<file path="src/rtl/imem_port_arbiter.sv">
// ============================================================================
// Module      : imem_port_arbiter
// Description : Shares one single-port synchronous instruction RAM between
//               fetch (I) and data (D) ports; one access per RAM cycle,
//               ack one cycle after issue. Optional macro: ARB_PERF_EN.
// Revision    : 1.0 - initial release
// ============================================================================
`default_nettype none

module imem_port_arbiter #(
    parameter int         ADDR_W = 12,
    parameter logic [3:0] REGION = 4'b0001,
    parameter bit         RR_EN  = 1'b0
) (
    input  logic              clk,
    input  logic              rst_n,
    input  logic              i_req,
    input  logic [31:0]       i_addr,
    output logic              i_ack,
    output logic [31:0]       i_rdata,
    output logic              i_err,
    input  logic              d_req,
    input  logic [3:0]        d_we,
    input  logic [31:0]       d_addr,
    input  logic [31:0]       d_wdata,
    output logic              d_ack,
    output logic [31:0]       d_rdata,
    output logic              d_err,
    output logic              mem_en,
    output logic [3:0]        mem_we,
    output logic [ADDR_W-1:0] mem_addr,
    output logic [31:0]       mem_wdata,
    input  logic [31:0]       mem_rdata
`ifdef ARB_PERF_EN
    ,
    output logic [31:0]       conflict_cnt,
    output logic [31:0]       i_stall_cnt
`endif
);

    typedef enum logic [1:0] {
        IDLE   = 2'd0,
        BUSY_I = 2'd1,
        BUSY_D = 2'd2
    } state_t;

    state_t            state_q, state_d;
    logic              last_d_q, last_d_d;
    logic              hit_q, hit_d;
    logic              load_q, load_d;
    logic [ADDR_W-1:0] mem_addr_q, mem_addr_d;
    logic [31:0]       mem_wdata_q, mem_wdata_d;

    logic        i_elig, d_elig, grant_i, grant_d, hit;
    logic [31:0] sel_addr;
    logic        unused_addr_bits;

    assign unused_addr_bits = ^{i_addr, d_addr};

    always_comb begin
        // A port being acked this cycle still shows req high; skip it.
        i_elig   = i_req && (state_q != BUSY_I);
        d_elig   = d_req && (state_q != BUSY_D);
        grant_i  = 1'b0;
        grant_d  = 1'b0;
        if (rst_n) begin
            if (i_elig && d_elig) begin
                if (RR_EN && last_d_q) grant_i = 1'b1;
                else                   grant_d = 1'b1;
            end else if (d_elig) begin
                grant_d = 1'b1;
            end else if (i_elig) begin
                grant_i = 1'b1;
            end
        end

        sel_addr = grant_d ? d_addr : i_addr;
        hit      = (sel_addr[31:28] == REGION);

        state_d  = grant_d ? BUSY_D : (grant_i ? BUSY_I : IDLE);
        last_d_d = grant_d ? 1'b1 : (grant_i ? 1'b0 : last_d_q);
        hit_d    = hit;
        load_d   = grant_i || (d_we == 4'b0000);

        mem_en      = (grant_i || grant_d) && hit;
        mem_we      = (grant_d && hit) ? d_we : 4'b0000;
        mem_addr_d  = mem_en ? sel_addr[ADDR_W+1:2] : mem_addr_q;
        mem_wdata_d = mem_en ? d_wdata : mem_wdata_q;
        mem_addr    = rst_n ? mem_addr_d  : '0;
        mem_wdata   = rst_n ? mem_wdata_d : '0;

        // Completion side: outputs forced low while in reset so a
        // dropped in-flight access never shows an ack.
        i_ack   = rst_n && (state_q == BUSY_I);
        d_ack   = rst_n && (state_q == BUSY_D);
        i_err   = i_ack && !hit_q;
        d_err   = d_ack && !hit_q;
        i_rdata = (i_ack && hit_q && load_q) ? mem_rdata : 32'h0;
        d_rdata = (d_ack && hit_q && load_q) ? mem_rdata : 32'h0;
    end

    always_ff @(posedge clk) begin
        if (!rst_n) begin
            state_q     <= IDLE;
            last_d_q    <= 1'b0;
            hit_q       <= 1'b0;
            load_q      <= 1'b0;
            mem_addr_q  <= '0;
            mem_wdata_q <= '0;
        end else begin
            state_q     <= state_d;
            last_d_q    <= last_d_d;
            hit_q       <= hit_d;
            load_q      <= load_d;
            mem_addr_q  <= mem_addr_d;
            mem_wdata_q <= mem_wdata_d;
        end
    end

`ifdef ARB_PERF_EN
    logic [31:0] conflict_cnt_q, conflict_cnt_d;
    logic [31:0] i_stall_cnt_q, i_stall_cnt_d;

    always_comb begin
        conflict_cnt_d = conflict_cnt_q + {31'd0, (i_elig && d_elig)};
        i_stall_cnt_d  = i_stall_cnt_q + {31'd0, (i_req && !i_ack)};
    end

    always_ff @(posedge clk) begin
        if (!rst_n) begin
            conflict_cnt_q <= '0;
            i_stall_cnt_q  <= '0;
        end else begin
            conflict_cnt_q <= conflict_cnt_d;
            i_stall_cnt_q  <= i_stall_cnt_d;
        end
    end

    assign conflict_cnt = conflict_cnt_q;
    assign i_stall_cnt  = i_stall_cnt_q;
`endif

endmodule

`default_nettype wire

</file>
<file path="config.mk">
export PLATFORM = sky130hd
export DESIGN_NAME = imem_port_arbiter
export DESIGN_NICKNAME = d
export VERILOG_FILES = /design/src/rtl/imem_port_arbiter.sv
export SDC_FILE = /design/constraint.sdc
export NUM_CORES = 1
export LEC_CHECK = 0
export ABC_AREA = 1
export CAP_MARGIN = 20
export CORE_AREA = 3 3 98 100
export DETAILED_ROUTE_END_ITERATION = 16
export DIE_AREA = 0 0 101 103
export PLACE_DENSITY = 0.77
export SLEW_MARGIN = 10
export SYNTH_ARGS = -nofsm -noshare
export SYNTH_HDL_FRONTEND = slang
export SYNTH_SLANG_ARGS = --single-unit
</file>
<file path="constraint.sdc">
create_clock -name clk -period 2.65 [get_ports clk]
set_input_delay 0.6625 -clock clk [delete_from_list [all_inputs] [get_ports clk]]
set_output_delay 0.6625 -clock clk [all_outputs]
set_load 0.05 [all_outputs]
</file>
==> impl_metrics.json <==
{
  "status": "complete, but fails checks",
  "violations": "negative setup slack",
  "drt_iter0_drc": 232,
  "finalPower_uw": 2030,
  "worst_pin_slew_ns": 0.414,
  "grtUsageTotal": 0.281,
  "yosysMostFrequentCell": "nor2_1",
  "hp-start": "mem_wdata_q[13]",
  "drc": 0,
  "path_cells": "inv_1 > nand2_4 > nand3_4 > nand2_4 > o21ai_4 > buf_12 > buf_12 > buf_16 > nand3_1 > nand2_1 > nor2_2 > buf_12",
  "grt_max_degree": 38,
  "clkSinkCount": 48,
  "dp.cells": 793,
  "finalInstanceArea_mm2": 0.00831,
  "rows": 34,
  "fmax_ghz": 0.358,
  "synthArstFlopShare": 0,
  "worstSetupStartpoint": "state_q[0]",
  "ir_drop_mv": 0.287,
  "setup_viol": 40,
  "numPortBuffers": 220,
  "nFillCells": 224,
  "post_dp_cell_area_mm2": 0.00700,
  "grt_antenna_before_repair": 2,
  "synth_top_area_frac": 0.347,
  "syn_inst": 476,
  "die_w_um": 101,
  "layout-drive-gt1-share": 0.515,
  "p_leak_uw": 0.00343,
  "crit_slowest_cell": "dfxtp_2",
  "postRouteAntennaNets": 0,
  "synth.cell_area_mm2": 0.00277,
  "die_area_mm2": 0.0104,
  "ctsHoldBuffers": 0,
  "worst_path_dominant_cell_family": "simple AND/OR/NAND/NOR gates",
  "synth_cell_types": 17,
  "root_buffer": "clkbuf_8",
  "multi_input_area_mm2": 0.00256,
  "rsz0062_at_grt": "yes",
  "postLayoutCoreUtil": 0.949,
  "synth_edf_count": 0,
  "hold_class": "reg2reg",
  "worst_slack_ns": -0.142,
  "grt_pass1_wl_um": 22600,
  "first_global_vias": 4317,
  "syn_nets": 612,
  "r2r_setup_slack_ns": 0.73,
  "cp.arrival_ns": 2.13,
  "gp_congestion": 0.826,
  "synth_common_cells": "nor2_1 (117), inv_1 (89), nand2_1 (75)",
  "syn2layout_area_growth_pct": 200,
  "slew_headroom": 0.722,
  "drv_cap": 0,
  "hpwl_um": 10400,
  "post-synth-top-area-cell": "dfxtp_1",
  "crit_buf_inv": 5,
  "timing_hold_violations_final": 0,
  "final_cells": 846,
  "htree_levels": 2,
  "cp-end-kind": "primary output",
  "startpoint_type": "register",
  "clock_skew_ns": 0.0114,
  "vias_per_cell": 5.25,
  "drt_first_pass_iters": 5,
  "finalWirelength_um": 18500,
  "holdWs_ns": 0.532,
  "fp.coreArea_mm2": 0.00876,
  "clk_pin_slew_ns": 0.11,
  "ios": 253,
  "ys_ff_latch": 48,
  "wl_per_cell_um": 21.8,
  "synth_ff_type": "dfxtp_1",
  "vias": 4441,
  "nets": 871,
  "cts_tree": "done",
  "cts_made_buffers": 5,
  "register_area_um2": 962,
  "pwr_density_cell_mw_per_mm2": 245,
  "path_max_fanout": 17,
  "min_period_ns": 2.79,
  "fp.dieH_um": 103,
  "yosys-top-cells-area": "dfxtp_1 (35%), nor2_1 (16%), inv_1 (12%)",
  "insertion_delay_ns": 0.31,
  "path_class": "reg2out",
  "grt_overflow_total": 0,
  "timing.rr.start": "state_q[0]",
  "avgSynthCellArea_um2": 5.82,
  "drv_slew": 0,
  "yosysSeqAreaShare": 0.347,
  "yosysWarnings": 0,
  "period_share": 1.05,
  "required_ns": 1.99,
  "ctsLongestPathBuffers": 2,
  "critPathMostFrequentCell": "buf_12",
  "start_util": 0.316,
  "slowest_delay_ns": 0.36
}
-- metal layers --
| layer | vias to the layer above | wire (um) | track usage | share of wire |
|---|---|---|---|---|
| met3 | 73 | 1610 | 0.0622 | 0.087 |
| met1 | 2100 | 6000 | 0.288 | 0.33 |
| met4 | 2 | 891 | 0.125 | 0.048 |
| li1 | 1964 | - | - | - |
| met2 | 302 | 9940 | 0.542 | 0.54 |
| met5 | - | 13 | 0 | 0.00070 |
-- metrics by stage --
| step | setup TNS, ns | setup slack [ns] |
|---|---|---|
| after detailed placement | -13.11 | -0.308 |
| after global routing | -3.72 | -0.165 |
| after CTS | -0.0760 | -0.0211 |
| final | -1.83 | -0.142 |
| after floorplan | 0 | 0.00569 |
| after global placement | -11.81 | -0.275 |
-- worst register-to-register path, stage by stage, from the launching register on --
cell and delay [ns]:
dfxtp_2 0.35, inv_1 0.12, nand2_4 0.08, nand3_4 0.11, buf_4 0.17, nand2_8 0.09, buf_4 0.16, buf_6 0.14
a21oi_1 0.27, nor2_4 0.09, buf_4 0.14, buf_4 0.13
-- cells in the final DEF, fill, tap and decap left out, types with 9 or more instances in the layout --
master,synthesis,final
buf_12,0,128
nor2_4,0,105
clkdlybuf4s50_1,0,92
inv_1,89,89
nand2_1,75,50
dfxtp_1,48,47
nand3_1,46,38
buf_4,0,38
nand2_2,2,22
a21oi_4,0,22
a21oi_1,47,14
nand4_1,12,12
a21oi_2,0,11
nor2_1,117,9
-- final timing paths --
kind                                        end  cells after the start
worst max-delay path                mem_addr[6]                     12
worst min-delay path            mem_wdata_q[13]                      2
worst max register to register    mem_addr_q[1]                     11
worst min register to register  mem_wdata_q[13]                      2
-- state kept, by name, indices dropped and copies added, names as in the netlist --
register	cells
load_q	1
state_q	2
hit_q	1
mem_wdata_q	32
mem_addr_q	12
-- cell families (layout without fill, tap and decap cells) --
kind of cell,after synthesis,in the layout,synth area share
AO/OA/AOI/OAI,48,48,0.0907
buffers and inverters,122,382,0.172
flip-flops,48,48,0.347
other,0,2,0
AND/OR/NAND/NOR,258,258,0.391
-- where the power goes --
| part | switching [uW] | total, uW | internal, uW |
|---|---|---|---|
| Combinational | 419 | 790 | 370 |
| Sequential | 12.7 | 751 | 739 |
| Clock | 279 | 493 | 214 |
| Total | 710 | 2030 | 1320 |
-- cell type report --
class | count | share of cell area
Clock buffer | 6 | 0.00993
Sequential cell | 48 | 0.116
Timing Repair Buffer | 285 | 0.508
Inverter | 89 | 0.0402
Multi-Input combinational cell | 306 | 0.307
Antenna cell | 2 | 0.000602
Tap cell | 108 | 0.0163
Clock inverter | 2 | 0.00166
-- what timing repair did --
action,CTS,global route
setup buffers,24,9
pin swaps,51,37
endpoints found under the setup margin,49,44
hold endpoints to repair,0,0
gates resized for setup,85,100
cloned,9,4
Note: power is estimated with default switching activity, not from simulation.
